### config.mk
export PLATFORM = sky130hd
export DESIGN_NAME = hazard_ctrl
export DESIGN_NICKNAME = d
export VERILOG_FILES = /design/src/rtl/cpu_types_pkg.sv /design/src/rtl/hazard_perf_counters.sv /design/src/rtl/hazard_ctrl.sv
export SDC_FILE = /design/constraint.sdc
export NUM_CORES = 1
export LEC_CHECK = 0
export CAP_MARGIN = 10
export CORE_ASPECT_RATIO = 2
export CORE_MARGIN = 2
export CORE_UTILIZATION = 23
export CTS_CLUSTER_DIAMETER = 50
export DETAILED_ROUTE_END_ITERATION = 10
export MAX_ROUTING_LAYER = met4
export PLACE_DENSITY = 0.84
export SLEW_MARGIN = 20
export SYNTH_ARGS = -nofsm -noshare
export SYNTH_HDL_FRONTEND = slang
export SYNTH_HIERARCHICAL = 1
export SYNTH_SLANG_ARGS = --single-unit
### constraint.sdc
create_clock -name CLK -period 1.98 [get_ports CLK]
set_input_delay 0.198 -clock CLK [delete_from_list [all_inputs] [get_ports CLK]]
set_output_delay 0.198 -clock CLK [all_outputs]
set_load 0.01 [all_outputs]
### src/rtl/cpu_types_pkg.sv
// rtl/cpu_types_pkg.sv - shared core types plus hazard controller state, latch indices and decode helper
package cpu_types_pkg;

    typedef logic [4:0]  regbits_t;
    typedef logic [31:0] word_t;

    localparam int LATCH_N = 4;

    // Latch index constants into en/flush vectors
    localparam int IFID  = 0;
    localparam int IDEX  = 1;
    localparam int EXMEM = 2;
    localparam int MEMWB = 3;

    typedef enum logic [1:0] {
        RUN      = 2'd0,
        MEM_WAIT = 2'd1,
        REDIRECT = 2'd2
    } hazard_state_t;

    // One cycle's sequencing decision plus the events the perf counters watch
    typedef struct packed {
        logic                pc_en;
        logic [LATCH_N-1:0]  en;
        logic [LATCH_N-1:0]  flush;
        hazard_state_t       nxt;
        logic                ev_stall;
        logic                ev_flush;
        logic                ev_memwait;
    } seq_dec_t;

    // RUN-state priority: mem_pend > redirect > load-use > fetch miss > normal.
    // Also used for the MEM_WAIT release cycle with mem_pend forced low.
    function automatic seq_dec_t run_eval(input logic mem_pend,
                                          input logic redirect,
                                          input logic lu,
                                          input logic ihit);
        seq_dec_t d;
        d.pc_en      = 1'b1;
        d.en         = 4'b1111;
        d.flush      = 4'b0000;
        d.nxt        = RUN;
        d.ev_stall   = 1'b0;
        d.ev_flush   = 1'b0;
        d.ev_memwait = 1'b0;
        if (mem_pend) begin
            d.pc_en      = 1'b0;
            d.en         = 4'b0000;
            d.nxt        = MEM_WAIT;
            d.ev_memwait = 1'b1;
        end else if (redirect) begin
            // PC loads the target; squash everything younger than MEM
            d.flush    = 4'b0111;
            d.nxt      = ihit ? RUN : REDIRECT;
            d.ev_flush = 1'b1;
        end else if (lu) begin
            d.pc_en    = 1'b0;
            d.en       = 4'b1110;
            d.flush    = 4'b0010;
            d.ev_stall = 1'b1;
        end else if (!ihit) begin
            d.pc_en    = 1'b0;
            d.flush    = 4'b0001;
            d.ev_stall = 1'b1;
        end
        return d;
    endfunction

endpackage

### src/rtl/hazard_perf_counters.sv
// rtl/hazard_perf_counters.sv - saturating stall/flush/memwait event counters
// Ports: clk, rst (sync active-high), *_inc event strobes, *_cnt counter values.
module hazard_perf_counters #(
    parameter int CNT_W = 32
) (
    input  logic             clk,
    input  logic             rst,
    input  logic             stall_inc,
    input  logic             flush_inc,
    input  logic             memwait_inc,
    output logic [CNT_W-1:0] stall_cnt,
    output logic [CNT_W-1:0] flush_cnt,
    output logic [CNT_W-1:0] memwait_cnt
);

    localparam logic [CNT_W-1:0] ONE = {{(CNT_W-1){1'b0}}, 1'b1};

    always_ff @(posedge clk) begin
        if (rst) begin
            stall_cnt   <= '0;
            flush_cnt   <= '0;
            memwait_cnt <= '0;
        end else begin
            if (stall_inc && !(&stall_cnt))
                stall_cnt <= stall_cnt + ONE;
            if (flush_inc && !(&flush_cnt))
                flush_cnt <= flush_cnt + ONE;
            if (memwait_inc && !(&memwait_cnt))
                memwait_cnt <= memwait_cnt + ONE;
        end
    end

endmodule

### src/rtl/hazard_ctrl.sv
// rtl/hazard_ctrl.sv - pipeline sequencing controller (load-use, memory freeze, redirect squash, fetch miss)
// Ports: CLK, RST (sync active-high); instr_dec/instr_exe, dREN_exe, dREN_mem, dWEN_mem,
//        dhit, ihit, redirect_mem in; pc_en, en[3:0], flush[3:0] (bit0=IF/ID..bit3=MEM/WB),
//        state_o, stall_cnt/flush_cnt/memwait_cnt out.
// Macro HAZARD_PERF_EN: when defined, counters are live; otherwise they read 0.
module hazard_ctrl
    import cpu_types_pkg::*;
#(
    parameter int NSTAGE_LATCH = 4,
    parameter int CNT_W        = 32
) (
    input  logic                    CLK,
    input  logic                    RST,
    input  logic [31:0]             instr_dec,
    input  logic [31:0]             instr_exe,
    input  logic                    dREN_exe,
    input  logic                    dREN_mem,
    input  logic                    dWEN_mem,
    input  logic                    dhit,
    input  logic                    ihit,
    input  logic                    redirect_mem,
    output logic                    pc_en,
    output logic [NSTAGE_LATCH-1:0] en,
    output logic [NSTAGE_LATCH-1:0] flush,
    output logic [1:0]              state_o,
    output logic [CNT_W-1:0]        stall_cnt,
    output logic [CNT_W-1:0]        flush_cnt,
    output logic [CNT_W-1:0]        memwait_cnt
);

    hazard_state_t state, state_nxt;
    regbits_t      rs1_dec, rs2_dec, rd_exe;
    logic          mem_pend, lu;
    seq_dec_t      run_d, rel_d;
    logic          ev_stall, ev_flush, ev_memwait;

    assign rs1_dec  = instr_dec[19:15];
    assign rs2_dec  = instr_dec[24:20];
    assign rd_exe   = instr_exe[11:7];
    assign mem_pend = (dREN_mem | dWEN_mem) & ~dhit;
    // rs2 compared unconditionally; an occasional false stall on I-type is harmless
    assign lu       = dREN_exe & (rd_exe != 5'd0) & ((rd_exe == rs1_dec) | (rd_exe == rs2_dec));

    assign run_d = run_eval(mem_pend, redirect_mem, lu, ihit);
    assign rel_d = run_eval(1'b0,     redirect_mem, lu, ihit);

    assign state_o = state;

    always_ff @(posedge CLK) begin
        if (RST)
            state <= RUN;
        else
            state <= state_nxt;
    end

    always_comb begin
        state_nxt = RUN;
        case (state)
            RUN:      state_nxt = run_d.nxt;
            MEM_WAIT: state_nxt = dhit ? rel_d.nxt : MEM_WAIT;
            REDIRECT: state_nxt = ihit ? RUN : REDIRECT;
            default:  state_nxt = RUN;
        endcase
    end

    always_comb begin
        pc_en      = 1'b1;
        en         = 4'b1111;
        flush      = 4'b0000;
        ev_stall   = 1'b0;
        ev_flush   = 1'b0;
        ev_memwait = 1'b0;
        if (RST) begin
            pc_en = 1'b0;
            en    = 4'b0000;
            flush = 4'b1111;
        end else begin
            case (state)
                RUN: begin
                    pc_en      = run_d.pc_en;
                    en         = run_d.en;
                    flush      = run_d.flush;
                    ev_stall   = run_d.ev_stall;
                    ev_flush   = run_d.ev_flush;
                    ev_memwait = run_d.ev_memwait;
                end
                MEM_WAIT: begin
                    if (dhit) begin
                        // Release cycle: honour whatever was queued behind the freeze
                        pc_en    = rel_d.pc_en;
                        en       = rel_d.en;
                        flush    = rel_d.flush;
                        ev_stall = rel_d.ev_stall;
                        ev_flush = rel_d.ev_flush;
                    end else begin
                        pc_en      = 1'b0;
                        en         = 4'b0000;
                        ev_memwait = 1'b1;
                    end
                end
                REDIRECT: begin
                    if (!ihit) begin
                        pc_en        = 1'b0;
                        flush[IFID]  = 1'b1;
                        ev_stall     = 1'b1;
                    end
                end
                default: begin
                    pc_en = 1'b0;
                    en    = 4'b0000;
                    flush = 4'b1111;
                end
            endcase
        end
    end

`ifdef HAZARD_PERF_EN
    hazard_perf_counters #(.CNT_W(CNT_W)) u_perf (
        .clk         (CLK),
        .rst         (RST),
        .stall_inc   (ev_stall),
        .flush_inc   (ev_flush),
        .memwait_inc (ev_memwait),
        .stall_cnt   (stall_cnt),
        .flush_cnt   (flush_cnt),
        .memwait_cnt (memwait_cnt)
    );
`else
    assign stall_cnt   = '0;
    assign flush_cnt   = '0;
    assign memwait_cnt = '0;
    logic unused_perf;
    assign unused_perf = &{1'b0, ev_stall, ev_flush, ev_memwait};
`endif

    logic unused_instr;
    assign unused_instr = &{1'b0, instr_dec[31:25], instr_dec[14:0],
                            instr_exe[31:12], instr_exe[6:0]};

endmodule

==> out/qor.txt <==
status: complete, no violations
Setup violations, final: 0
Initial DRT Pass Iterations: 4
Syn Inst Count: 141
dpl cells: 233
Seq/Total Area, Yosys: 3.84%
clk slew on worst S/H paths: 0.03 ns
Crit-path slowest cell: or4_1
Reg area: 40.0 sq um
Final period util: 94.9%
CP max stage delay: 0.52 ns
RSZ-0062 raised after global routing: false
worst min path class: primary input to flop
vias per cell: 3.31
# diodes: 0
CTS Buffer Depth: 2
CTS root buffer: clkbuf_8
setup tns final: 0 ns
MaxCap Viol Count: 0
Slew Viols, Final: 0
Starting Density: 24.0%
fmax: 532 MHz
crit path kind: primary input to output port
Largest register FFs: 2
flops & latches, synth: 2
WL/cell: 8.75 um
Psw: 189 uW
number of port buffers: 33
H-tree depth: 1
Total GRT Usage: 8.15%
total number of vias: 785
Fin. Hold Viols: 0
total CTS buffers: 3
Logic pwr share: 54.7%
mean post-synth cell area: 7.40 sq um
Critical Path RT: 1.78 ns
CTS tree: done
die width: 51.6 um
drt initial violations: 6
clk sinks: 2
Yosys top cell area share: 70.5%
fill cell count: 466
Final Skew: 0.00100 ns
Placer Congestion: 0.675
Int Power: 264 uW
Detail Placement HPWL: 1850 um
sw frac: 41.7%
largest net degree at the start of global routing: 5
CP startpoint kind: primary input
crit path DAT: 1.68 ns
crit path max fanout: 3
area post-placement: 0.00112 sq mm
Remaining DRCs: 0
EDFF count, synth: 0
Setup crit end kind: output port
Async SR Flop Fraction: 0%
Die H: 99.3 um
final instance area: 0.00121 sq mm
multi-input logic area: 656 sq um
antenna violations before repair: 0
share of layout cells above drive strength 1: 13.7%
synthesized cell area: 0.00104 sq mm
grt ovf: 0
synth warn: 6
worst-path cell chain: dlygate4sd2_1 -> xor2_1 -> nor3_2 -> a22oi_2 -> or4_1 -> nand2_1 -> buf_6
r2r setup slk: 0.79 ns
area of the die: 0.00512 sq mm
synth unique cells: 20
vias in the first global route: 676
P_leak: 0.000725 uW
Layout Cells excl Fill: 237
first-pass GRT wire length: 2950 um
Boundary Pins: 179
post-synth top area cell: buf_4
clk_lat worst skew: 0.21 ns
area delta synth->final: 15.7%
ANT nets after route: 0
synth top area cells: buf_4 71%, xor2_1 8.4%, dfxtp_1 3.8%
drt total wl: 2070 um
fin nets: 257
Clock Power Share: 35.5%
post-layout min period: 1.88 ns
PD cells: 375 mW/mm^2
Seq pwr share: 9.8%
Max VDD drop: 0.240 mV
Synth Flop Type: dfxtp_1
Core Region: 0.00434 sq mm
Row Count: 34
-- cell usage after synthesis, types with 2 or more instances --
cell type,count
nor2b_1,3
inv_1,3
buf_4,98
nor3_1,2
dfxtp_1,2
xor2_1,10
nand2_1,3
or4_1,2
nor3_2,2
nor2_1,6
-- layout by cell type (no fill, tap or decap), drive strengths merged --
cell type,n
conb,96
dlymetal6s2s,6
nor4,1
a22oi,1
clkdlybuf4s15,3
xor2,10
nor3,4
nor3b,1
buf,11
o2bb2ai,1
dfxtp,2
nor2b,3
a21o,1
o22ai,1
inv,3
o21ai,1
clkbuf,4
or4,2
dlygate4sd2,11
nand2,3
o311ai,1
nor2,6
o21ba,1
clkdlybuf4s50,10
-- cell type report --
class                      count  area share (%)
clock buffer                   3            3.42
multi-input combinational    133            54.3
tap                           54            5.60
timing repair buffer          42            32.4
inverter                       3           0.933
sequential                     2            3.32
-- worst max-delay path, delay by kind of cell --
kind                   cells  cell delay [ns]
AND/OR/NAND/NOR            3             0.80
buffers and inverters      2             0.38
XOR/XNOR                   1             0.19
AO/OA/AOI/OAI              1             0.11
-- routing by layer --
layer | up-vias | part of all wire [%] | GRT usage, %
met5 | - | 0 | -
met4 | 0 | 1.8 | 3.64
met3 | 4 | 19 | 1.20
met2 | 121 | 52 | 16.6
met1 | 327 | 28 | 6.60
li1 | 333 | - | -
-- per-stage QoR --
stage                     utilization [%]  total power, uW  hold slack, ns  worst slack [ns]
after floorplan                         -              322           0.277             0.278
after global placement               25.9              289           0.635            -0.544
after detailed placement             25.9              291           0.646            -0.542
after CTS                            27.6              455           0.650           0.00598
after global routing                 27.8              486           0.678            0.0113
final                                27.8              453           0.650             0.101
-- cells by family after synthesis --
group           Yosys count  share of synthesized area [%]
buf+inv                 101                           71.6
xor+xnor                 10                           8.39
flops                     2                           3.84
simple gates             20                           10.7
compound gates            7                           5.16
other cells               1                          0.359
-- path summary, 6_finish.rpt --
check | depth (start not counted) | startpoint | end
min reg2reg | 3 | state_o[1] | state_o[1]
max reg2reg | 7 | state_o[0] | state_o[0]
max | 7 | instr_exe[10] | flush[1]
min | 2 | ihit | state_o[1]
-- timing repair --
action                     4_1_cts  5_1_grt
gates resized for setup         33       13
buffers inserted                 1        0
hold buffers                     0        0
pin swaps                        5        5
setup endpoints to repair        8        4
-- power groups by stage --
stage	clock (uW)	sequential, uW	combinational, uW
global route	168	45.0	273
CTS	165	44.6	246
floorplan	0	47.1	275
finish	161	44.5	248
detailed placement	0	45.1	246
global placement	0	45.0	244
No activity file was read; power rests on OpenSTA's default activity.
